$ cat src/rtl/led_pattern_ctrl.sv
// rtl/led_pattern_ctrl.sv - multi-channel LED pattern generator (off/on/blink/breathe)
module led_pattern_ctrl #(
  parameter int NUM_LED         = 2,
  parameter int CLK_HZ          = 200000000,
  parameter int TICK_HZ         = 1000,
  parameter int PWM_BITS        = 8,
  parameter int DEFAULT_HALF_MS = 500,
  parameter bit LED_ACTIVE_LOW  = 1'b0
) (
  input  logic               sys_clk,
  input  logic               rst,
  input  logic               cfg_we,
  input  logic [3:0]         cfg_ch,
  input  logic [1:0]         cfg_mode,
  input  logic [15:0]        cfg_half_period,
  output logic               tick,
  output logic [NUM_LED-1:0] led
);

  localparam int DIV  = CLK_HZ / TICK_HZ;
  localparam int PS_W = (DIV > 1) ? $clog2(DIV) : 1;
  localparam logic [PS_W-1:0]     PS_LAST    = PS_W'(DIV - 1);
  localparam logic [PWM_BITS-1:0] DUTY_MAX   = '1;
  localparam logic [PWM_BITS-1:0] DUTY_ONE   = PWM_BITS'(1);
  localparam logic [PWM_BITS-1:0] DUTY_NEAR  = DUTY_MAX - DUTY_ONE;
  localparam logic [15:0]         HP_RST     = 16'(DEFAULT_HALF_MS);

  typedef enum logic [1:0] {
    MODE_OFF     = 2'd0,
    MODE_ON      = 2'd1,
    MODE_BLINK   = 2'd2,
    MODE_BREATHE = 2'd3
  } mode_t;

  logic [PS_W-1:0]     prescaler;
  logic [PWM_BITS-1:0] pwm_cnt;

  mode_t               mode        [NUM_LED];
  logic [15:0]         half_period [NUM_LED];
  logic [15:0]         cnt         [NUM_LED];
  logic [15:0]         hp_last     [NUM_LED];
  logic [PWM_BITS-1:0] duty        [NUM_LED];
  logic [NUM_LED-1:0]  phase;
  logic [NUM_LED-1:0]  dir_down;
  logic [NUM_LED-1:0]  level;

  // Time base: prescaler wraps every DIV cycles, tick registered one cycle after the wrap value.
  always_ff @(posedge sys_clk) begin
    if (rst) begin
      prescaler <= '0;
      tick      <= 1'b0;
      pwm_cnt   <= '0;
    end else begin
      prescaler <= (prescaler == PS_LAST) ? '0 : prescaler + 1'b1;
      tick      <= (prescaler == PS_LAST);
      pwm_cnt   <= pwm_cnt + 1'b1;
    end
  end

  // Per-channel blink terminal count (half_period 0 treated as 1) and the resulting LED level.
  always_comb begin
    level = '0;
    for (int i = 0; i < NUM_LED; i++) begin
      hp_last[i] = (half_period[i] == 16'd0) ? 16'd0 : half_period[i] - 16'd1;
      case (mode[i])
        MODE_OFF:     level[i] = 1'b0;
        MODE_ON:      level[i] = 1'b1;
        MODE_BLINK:   level[i] = phase[i];
        MODE_BREATHE: level[i] = (pwm_cnt < duty[i]);
        default:      level[i] = 1'b0;
      endcase
    end
  end

  // Channel state: a config write restarts the channel and wins over a coincident tick.
  always_ff @(posedge sys_clk) begin
    if (rst) begin
      for (int i = 0; i < NUM_LED; i++) begin
        mode[i]        <= MODE_BLINK;
        half_period[i] <= HP_RST;
        cnt[i]         <= '0;
        duty[i]        <= '0;
      end
      phase    <= '0;
      dir_down <= '0;
    end else begin
      for (int i = 0; i < NUM_LED; i++) begin
        if (cfg_we && (cfg_ch == 4'(i))) begin
          mode[i]        <= mode_t'(cfg_mode);
          half_period[i] <= cfg_half_period;
          cnt[i]         <= '0;
          phase[i]       <= 1'b0;
          duty[i]        <= '0;
          dir_down[i]    <= 1'b0;
        end else if (tick) begin
          if (mode[i] == MODE_BLINK) begin
            if (cnt[i] >= hp_last[i]) begin
              cnt[i]   <= '0;
              phase[i] <= ~phase[i];
            end else begin
              cnt[i] <= cnt[i] + 16'd1;
            end
          end else if (mode[i] == MODE_BREATHE) begin
            if (!dir_down[i]) begin
              if (duty[i] != DUTY_MAX) duty[i] <= duty[i] + DUTY_ONE;
              if (duty[i] >= DUTY_NEAR) dir_down[i] <= 1'b1;
            end else begin
              if (duty[i] != '0) duty[i] <= duty[i] - DUTY_ONE;
              if (duty[i] <= DUTY_ONE) dir_down[i] <= 1'b0;
            end
          end
        end
      end
    end
  end

  // Registered pin drive with board polarity applied.
  always_ff @(posedge sys_clk) begin
    if (rst) led <= {NUM_LED{LED_ACTIVE_LOW}};
    else     led <= level ^ {NUM_LED{LED_ACTIVE_LOW}};
  end

endmodule

$ cat config.mk
export PLATFORM = sky130hd
export DESIGN_NAME = led_pattern_ctrl
export DESIGN_NICKNAME = d
export VERILOG_FILES = /design/src/rtl/led_pattern_ctrl.sv
export SDC_FILE = /design/constraint.sdc
export NUM_CORES = 1
export LEC_CHECK = 0
export BUFFER_PORTS_ARGS = -buffer_cell sky130_fd_sc_hd__clkbuf_2
export CAP_MARGIN = 20
export CORE_MARGIN = 3
export CORE_UTILIZATION = 62
export CTS_CLUSTER_DIAMETER = 200
export DETAILED_ROUTE_END_ITERATION = 8
export HOLD_SLACK_MARGIN = 0.15
export PLACE_DENSITY = 0.8
export SYNTH_ARGS = -nofsm -noshare
export SYNTH_HDL_FRONTEND = slang
export SYNTH_SLANG_ARGS = --single-unit
$ cat constraint.sdc
create_clock -name sys_clk -period 3.9 [get_ports sys_clk]
set_clock_uncertainty 0.05 [all_clocks]
set_input_delay 0.39 -clock sys_clk [delete_from_list [all_inputs] [get_ports sys_clk]]
set_output_delay 0.39 -clock sys_clk [all_outputs]
set_load 0.05 [all_outputs]
==> impl_metrics.tcl, run 1 <==
set metrics [dict create \
    ys_seq_elements 117 \
    p_leak_uw 0.003283 \
    p_per_area_nw_per_um2 401.8 \
    setup.worst_path.start_class "flip-flop" \
    synth_fp_nets 837 \
    nNetsFinal 874 \
    path_cells "or4_4 -> or3_1 -> nor2_4 -> nand4_4 -> buf_4 -> nand2_1 -> ha_1 -> a21oi_1 -> o21ai_0 -> a221oi_2 -> nand3_2 -> or3_4 -> nor2_1" \
    postRouteWirelength_um 15510 \
    cp_slowest_stage_delay_ns 0.56 \
    synth_area_leader_cell "edfxtp_1" \
    detailroute.wirelength.met3_um 717 \
    grt_pass1_vias 5394 \
    final_antenna_net_count 0 \
    dr.max_layer_used "met4" \
    cts-root-buf "clkbuf_16" \
    io_pins 28 \
    wl_met2_um 7696 \
    ys_types 69 \
    final_cell_mix "edfxtp_1 (84), nand2_1 (79), nor2_1 (78)" \
    fin_crit_ns 3.771 \
    die-height_um 115.2 \
    ys_top_cells_by_area "edfxtp_1 (34%), ha_1 (11%), dfxtp_1 (8.9%)" \
    min_period_over_period_pct 96.69 \
    grt_max_degree 23 \
    r2r_cells 13 \
    grt_remaining_overflow 0 \
    fillers 830 \
    synth_edf_count 84 \
    hpwl_um 11110 \
    path_depth 13 \
    setup_viol 0 \
    async_flop_share_pct 0 \
    grt_pass1_wl_um 25340 \
    cts_buffers 17 \
    drtIter0Drc 431 \
    min_path_cells 2 \
    worst_slew_pin_slew_ns 0.6890 \
    clock-sinks 117 \
    finalHoldViolations 0 \
    cts_tree "yes" \
    mostFrequentLayoutCell "edfxtp_1" \
    ir_drop_mv 0.3220 \
    rows 39 \
    crit_type "flip-flop to flip-flop" \
    cts_buffer_depth 2 \
    crit_required_ns 4.13 \
    htreeDepth 4 \
    timing.fmax_mhz 265.2 \
    antenna_found_initial 0 \
    drtPass1Iterations 5 \
    grtUsageTotal_pct 24.09 \
    setup.worst_path.end_class "flip-flop" \
    syn_area_um2 7390 \
    syn_area_per_cell_um2 9.879 \
    start_util_pct 64.17 \
    syn_inst 748 \
    io_buffers 27 \
    dieArea_um2 13260 \
    wl_met1_um 6749 \
    cp_slowest_cell "or4_4" \
    post_drt_wl_per_cell_um 16.48 \
    avgViaCountPerCell 5.942 \
    gp_congestion 0.8971 \
    cp_max_fo 15 \
    slew-limit-headroom_pct 53.96 \
    n_antenna_cell 0 \
    min_path_type "input port to flip-flop" \
    synth_top_cell_area_share_pct 34.13 \
    die_w_um 115.2 \
    yosys_warnings 0 \
    crit_family "simple AND/OR/NAND/NOR gates" \
    drc 0 \
    seq_area_frac_synth_pct 43.07 \
    vias 5591 \
    crit_arrival_ns 4.00 \
    clk_latency_ns 0.42 \
    crit_buf_inv 1 \
    power_uw 3332 \
    clk_pin_slew_ns 0.06 \
    holdBufCountCts 0 \
    core_um2 11520 \
    syn_to_final_growth_pct 12.22 \
    synth_ff_type "edfxtp_1" \
    drive_gt1_share_pct 13.16 \
    slew_violations 0 \
    whs_ns 0.2279 \
    status "completed" \
    maxCapViolCount 0 \
]
==> layer usage <==
| metal | up-vias | global-route usage [%] |
|---|---|---|
| met5 | - | 0 |
| met4 | 0 | 10.17 |
| met3 | 29 | 5.737 |
| met2 | 154 | 39.47 |
| met1 | 2648 | 30.63 |
| li1 | 2760 | - |
==> report_power, final <==
group	total (uW)	leakage, uW	internal [uW]	switching, uW
combinational	274	0.00186	114	161
clock	1600	0.000305	1020	578
sequential	1460	0.00111	1390	68.6
==> path summary, 6_finish.rpt <==
check | start | end | slack [ns]
hold / removal | cfg_half_period[2] | half_period[0][2] | 0.23
setup reg to reg | half_period[0][25] | cnt[1][8] | 0.13
hold reg to reg | prescaler[0] | prescaler[0] | 0.42
setup / recovery | half_period[0][25] | cnt[1][8] | 0.13
==> Yosys cell counts, types with 4 or more instances <==
cell	instances
a221oi_1	4
nand2_1	79
inv_1	34
and2_1	16
a211oi_1	5
nand2b_1	16
nor2_1	78
and3_1	20
nand3_1	37
a21oi_1	26
nor4_1	6
nor3_1	19
buf_6	4
xnor2_1	27
xor2_1	51
nor2b_1	8
a31oi_1	5
edfxtp_1	84
nor2_4	8
nand4_1	9
nor2_2	4
o22ai_1	5
or3_1	4
clkbuf_1	8
o21ai_0	18
dfxtp_1	33
nor4_2	4
ha_1	64
==> state kept, by name (all words and copies together) (netlist names) <==
signal / flops
duty: 16
pwm_cnt: 8
dir_down: 2
half_period: 32
phase: 2
cnt: 32
prescaler: 18
mode: 4
tick: 1
led: 2
==> metrics by stage <==
step | instance area, um^2 | setup TNS [ns] | utilization (%) | cells | setup WS [ns]
after floorplan | 7390 | 0 | - | 748 | 0.3565
after global placement | 7616 | 0 | 66.13 | 905 | 0.2115
after detailed placement | 7616 | -0.5385 | 66.13 | 905 | -0.06271
after CTS | 8235 | 0 | 71.51 | 937 | 0.09415
after global routing | 8293 | -0.02976 | 72.01 | 941 | -0.02360
final | 8293 | 0 | 72.01 | 941 | 0.1292
==> layout make-up <==
class                      instances  area [um^2]  area share (%)
multi-input combinational        578         3986           48.07
tap                              143        178.9           2.158
timing repair buffer              35        195.2           2.354
inverter                          36        135.1           1.629
sequential                       117         3183           38.38
clock buffer                      23        530.5           6.397
clock inverter                     9        83.83           1.011
==> logic make-up (layout without fill, tap and decap cells) <==
| group | after synthesis | after routing | share of synthesized area (%) |
|---|---|---|---|
| compound gates | 99 | 99 | 8.974 |
| xor+xnor | 78 | 78 | 9.245 |
| fa+ha+maj | 64 | 64 | 10.84 |
| buf+inv | 54 | 103 | 3.522 |
| flops | 117 | 117 | 43.07 |
| mux | 2 | 2 | 0.2709 |
| simple gates | 334 | 335 | 24.08 |
==> repair_timing <==
item | CTS | global route
gates resized for setup | 1 | 6
pin swaps | 0 | 3
setup buffers | 0 | 3
cloned | 0 | 1
setup endpoints to repair | 16 | 17
No activity file was read; power rests on OpenSTA's default activity.
==> run 2: changes to the inputs <==
GPL_TIMING_DRIVEN = 0   (was unset)
==> run 2 against run 1 <==
Worst hold slack better by 0.015 ns; final area up 2.5%; sequential power about the same; clock-buffer cell count up 3; die area unchanged; largest power group unchanged; register-to-register slack worse by 0.04 ns; critical path depth up 1.
==> impl_metrics.tcl, run 2 (same netlist as run 1, synthesis figures left out) <==
set metrics [dict create \
    crit_buf_inv 2 \
    htreeDepth 4 \
    dp_cells 918 \
    setup_tns_ns 0 \
    n_antenna_cell 0 \
    crit_required_ns 4.12 \
    p_leak_uw 0.003384 \
    fin_util_pct 73.82 \
    grt_remaining_overflow 0 \
    path_cells "or4_4 -> or3_4 -> nor3_1 -> xor2_1 -> nand2_1 -> ha_1 -> nand2_1 -> o21ai_1 -> a221oi_2 -> nand3_2 -> or3_1 -> buf_4 -> buf_6 -> nor2_1" \
    gp_congestion 0.8851 \
    cts_buffers 17 \
    rows 39 \
    drtIter0Drc 350 \
    antenna_found_initial 0 \
    holdBufCountCts 0 \
    fillers 773 \
    nNetsFinal 895 \
    ir_drop_mv 0.3471 \
    crit_arrival_ns 4.03 \
    maxCapViolCount 0 \
    syn_to_final_growth_pct 15.04 \
    slew-limit-headroom_pct 35.82 \
    crit_type "flip-flop to flip-flop" \
    cp_max_fo 10 \
    clock-sinks 117 \
    preCtsSetupSlack_ns -0.1029 \
    grt_pass1_vias 5770 \
    final_antenna_net_count 0 \
    slew_violations 0 \
    worst_slew_pin_slew_ns 0.9548 \
    p_per_area_nw_per_um2 387.9 \
    setup_viol 0 \
    min_path_type "input port to flip-flop" \
    timing.fmax_mhz 262.3 \
    crit_family "simple AND/OR/NAND/NOR gates" \
    die_w_um 115.2 \
    cp_slowest_cell "or4_4" \
    core_um2 11520 \
    cts-root-buf "clkbuf_16" \
    clk_latency_ns 0.42 \
    min_period_over_period_pct 97.75 \
    setup.worst_path.start_class "flip-flop" \
    cts_buffer_depth 2 \
    io_pins 28 \
    fin_cells 962 \
    cpMostUsedCell "nand2_1" \
    clk_pin_slew_ns 0.06 \
    grtUsageTotal_pct 25.33 \
    io_buffers 27 \
    dieArea_um2 13260 \
    drc 0 \
    avgViaCountPerCell 6.020 \
    post_drt_wl_per_cell_um 17.02 \
    vias 5791 \
    mostFrequentLayoutCell "edfxtp_1" \
    grt_max_degree 23 \
    fin_crit_ns 3.812 \
    grt_pass1_wl_um 26880 \
    setup.worst_path.end_class "flip-flop" \
    finalWorstSetupSlack_ns 0.08785 \
    drive_gt1_share_pct 15.02 \
    postRouteWirelength_um 16370 \
    finalHoldViolations 0 \
    status "completed" \
    top_regs "cnt (32), half_period (32), prescaler (18)" \
    die-height_um 115.2 \
    cp_slowest_stage_delay_ns 0.60 \
    hpwl_um 11240 \
    start_util_pct 64.17 \
    final_cell_mix "edfxtp_1 (84), nand2_1 (78), nor2_1 (77)" \
    cts_tree "yes" \
    drtPass1Iterations 5 \
]
## run 2: cell count changes in the layout (fill, tap and decap cells not counted), sizes merged
cell,before,now
buf,8,22
bufinv,1,0
clkbuf,50,61
clkinv,3,4
clkinvlp,1,0
inv,40,38
or3,6,5
## run 2: cell type report
class                           instances  area, um^2  area share (%)
Sequential cell                       117        3183           37.44
Clock inverter                          6       31.28          0.3680
Buffer                                 18       127.6           1.501
Inverter                               36       135.1           1.590
Tap cell                              143       178.9           2.105
Multi-Input combinational cell        577        4055           47.70
Timing Repair Buffer                   39       225.2           2.649
Clock buffer                           26       564.3           6.638
## run 2: per-layer routing
layer	GRT usage [%]	vias up	share of wire, %
li1	-	2815	-
met1	31.57	2814	44
met2	44.06	141	51
met3	5.263	21	3.8
met4	8.059	0	1.4
met5	0	-	0
## run 2: stage by stage
stage	total power, uW	hold slack [ns]	instance area (um^2)
floorplan	1662	0.3801	7390
detailed placement	1748	0.4211	7704
global placement	1730	0.3941	7704
finish	3297	0.2429	8501
global route	3404	0.2433	8501
CTS	3297	0.2266	8332
## run 2: power by group
part / internal, uW / total [uW] / switching [uW] / leakage (uW)
Sequential: 1390 / 1450 / 63.3 / 0.00111
Combinational: 130 / 311 / 181 / 0.00197
Clock: 993 / 1530 / 538 / 0.000299
## run 2: what timing repair did
item,4_1_cts,5_1_grt
cloned,0,0
buffers inserted,2,10
setup endpoints to repair,20,26
endpoints found under the hold margin,0,0
pin swaps,3,9
gates resized for setup,4,19
## run 2: final timing paths
path / startpoint / end / slack [ns] / cells past startpoint
setup / recovery: half_period[0][21] / cnt[1][11] / 0.09 / 14
hold / removal: cfg_mode[1] / mode[0][3] / 0.24 / 2
setup reg to reg: half_period[0][21] / cnt[1][11] / 0.09 / 14
hold reg to reg: prescaler[0] / prescaler[0] / 0.43 / 1
==> run 3: changes to the inputs <==
ABC_AREA = 1   (was unset)
==> run 3 against run 2 <==
Global-route usage is 1.7 points lower; combinational power is 10% lower; synthesized area is 4.5% higher; total power is 2.2% lower; highest routed layer unchanged.
==> impl_metrics.tcl, run 3 <==
set metrics [dict create \
    synth_edf_count 84 \
    cts-root-buf "clkbuf_16" \
    dp_cells 1136 \
    holdBufCountCts 0 \
    syn_area_um2 7724 \
    core_um2 12110 \
    syn_area_per_cell_um2 8.199 \
    n_antenna_cell 0 \
    crit_arrival_ns 3.64 \
    hpwl_um 11590 \
    start_util_pct 63.77 \
    use_met3_pct 4.421 \
    met1_usage_pct 32.32 \
    grt_busiest_layer "met2" \
    cp_slowest_cell "edfxtp_1" \
    htreeDepth 4 \
    gp_congestion 0.8846 \
    slew_violations 0 \
    synth_top_cell_area_share_pct 32.66 \
    drive_gt1_share_pct 14.00 \
    die_w_um 117.6 \
    setup.worst_path.start_class "flip-flop" \
    clk_pin_slew_ns 0.06 \
    preCtsSetupSlack_ns 0.6191 \
    fin_cells 1168 \
    avgViaCountPerCell 5.333 \
    synth_area_leader_cell "edfxtp_1" \
    grt_remaining_overflow 0 \
    cpMostUsedCell "nor2_1" \
    crit_required_ns 4.13 \
    grt_pass1_wl_um 27030 \
    grt_pass1_vias 5960 \
    ir_drop_mv 0.2381 \
    clk_latency_ns 0.42 \
    cp_max_fo 10 \
    synth_ff_type "edfxtp_1" \
    fin_crit_ns 3.413 \
    finalWorstSetupSlack_ns 0.4874 \
    synth_top_cells_by_count "nand2_1 (179), nor2_1 (139), inv_1 (117)" \
    cp_slowest_stage_delay_ns 0.46 \
    final_antenna_net_count 0 \
    timing.fmax_mhz 293.0 \
    cts_resized 0 \
    fin_util_pct 71.36 \
    met2_usage_pct 37.44 \
    cts_setup_buffers 0 \
    p_leak_uw 0.003776 \
    seq_area_frac_synth_pct 41.21 \
    cts_buffer_depth 2 \
    ys_seq_elements 117 \
    path_cells "nor2_1 -> nand3_1 -> nor4_1 -> nand4_1 -> buf_2 -> nand3_1 -> ha_1 -> nand2_1 -> inv_1 -> o21bai_1 -> a21oi_1 -> nor2_1 -> nand4_2 -> buf_4 -> nor2_1" \
    antenna_found_initial 0 \
    post_drt_wl_per_cell_um 13.31 \
    maxCapViolCount 0 \
    drtIter0Drc 487 \
    rows 40 \
    finalHoldViolations 0 \
    crit_family "simple AND/OR/NAND/NOR gates" \
    dieArea_um2 13830 \
    syn_inst 942 \
    vias 6229 \
    dpl_cell_area_um2 8064 \
    die-height_um 117.6 \
    min_period_over_period_pct 87.50 \
    slew-limit-headroom_pct 51.54 \
    fin_area_um2 8643 \
    async_flop_share_pct 0 \
    ys_top_cells_by_area "edfxtp_1 (33%), ha_1 (10%), nand2_1 (8.7%)" \
    ys_types 46 \
    yosys_warnings 0 \
    drtPass1Iterations 7 \
    syn_to_final_growth_pct 11.91 \
    io_buffers 26 \
    crit_type "flip-flop to flip-flop" \
    p_per_area_nw_per_um2 372.9 \
    postRouteWirelength_um 15540 \
    worst_slew_pin_slew_ns 0.7262 \
    crit_buf_inv 3 \
    min_path_type "input port to flip-flop" \
    synth_fp_nets 1031 \
    mostFrequentLayoutCell "nand2_1" \
    final_cell_mix "nand2_1 (179), nor2_1 (139), inv_1 (117)" \
    io_pins 28 \
    grt_max_degree 23 \
    top_regs "cnt (32), half_period (32), prescaler (18)" \
    synth.most_common_cell "nand2_1" \
    nNetsFinal 1076 \
    grt_setup_unrepaired "no" \
    clock-sinks 117 \
    status "completed" \
    cts_buffers 17 \
    setup_viol 0 \
    cts_tree "yes" \
    grtUsageTotal_pct 23.65 \
    drc 0 \
    setup_tns_ns 0 \
    setup.worst_path.end_class "flip-flop" \
]
[run 3: cell count changes in the layout (fill, tap and decap cells not counted), sizes merged, moves of 16 or more]
| cell | previous run | this run |
|---|---|---|
| inv | 38 | 131 |
| nand3 | 38 | 61 |
| a21oi | 28 | 50 |
| xor2 | 51 | 35 |
| nand2 | 79 | 185 |
| nand2b | 16 | 0 |
| and3 | 20 | 1 |
| nor2 | 90 | 148 |
| or2 | 3 | 23 |
[run 3: through the flow]
| step | hold slack, ns | power (uW) |
|---|---|---|
| floorplan | 0.3678 | 1657 |
| global placement | 0.3832 | 1724 |
| detailed placement | 0.4078 | 1738 |
| CTS | 0.1950 | 3242 |
| global route | 0.1994 | 3362 |
| finish | 0.2132 | 3223 |
[run 3: per-layer routing]
layer  vias up  routed length [um]
met5         -                   0
li1       3205                   -
met1      2824                7259
met4         0                 330
met2       176                7097
met3        24                 854
[run 3: worst register-to-register path: stages, from the launching register on]
cell	delay (ns)
edfxtp_1	0.46
nor2_1	0.17
nand3_1	0.12
nor4_1	0.33
nand4_1	0.39
buf_2	0.31
nand3_1	0.10
ha_1	0.24
nand2_1	0.06
inv_1	0.04
o21bai_1	0.14
a21oi_1	0.09
nor2_1	0.16
nand4_2	0.25
buf_4	0.26
nor2_1	0.11
[run 3: kinds of logic after synthesis]
family	after synthesis	share of synthesized area (%)
flip-flops	117	41.21
adder cells (fa/ha/maj)	64	10.37
AO/OA/AOI/OAI	90	6.561
buffers and inverters	140	7.079
AND/OR/NAND/NOR	484	29.45
XOR/XNOR	47	5.330
[run 3: power by group]
group	switching (uW)	internal [uW]	total, uW
Clock	566	941	1510
Combinational	174	106	280
Sequential	52.8	1380	1440
Total	792	2430	3220
[run 3: worst paths after layout]
path	cells past startpoint	start	to	slack, ns
worst min register to register	1	prescaler[0]	prescaler[0]	0.41
worst min-delay path	2	cfg_half_period[5]	half_period[0][5]	0.21
worst max-delay path	15	half_period[0][11]	cnt[0][15]	0.49
worst max register to register	15	half_period[0][11]	cnt[0][15]	0.49
[run 3: cell type report]
type                            instances  area (um^2)
Timing Repair Buffer                   26        130.1
Clock inverter                         13        103.9
Tap cell                              168        210.2
Fill cell                             984         3468
Sequential cell                       117         3183
Inverter                              131        491.7
Clock buffer                           19        475.5
Buffer                                  9        55.05
Multi-Input combinational cell        685         3994
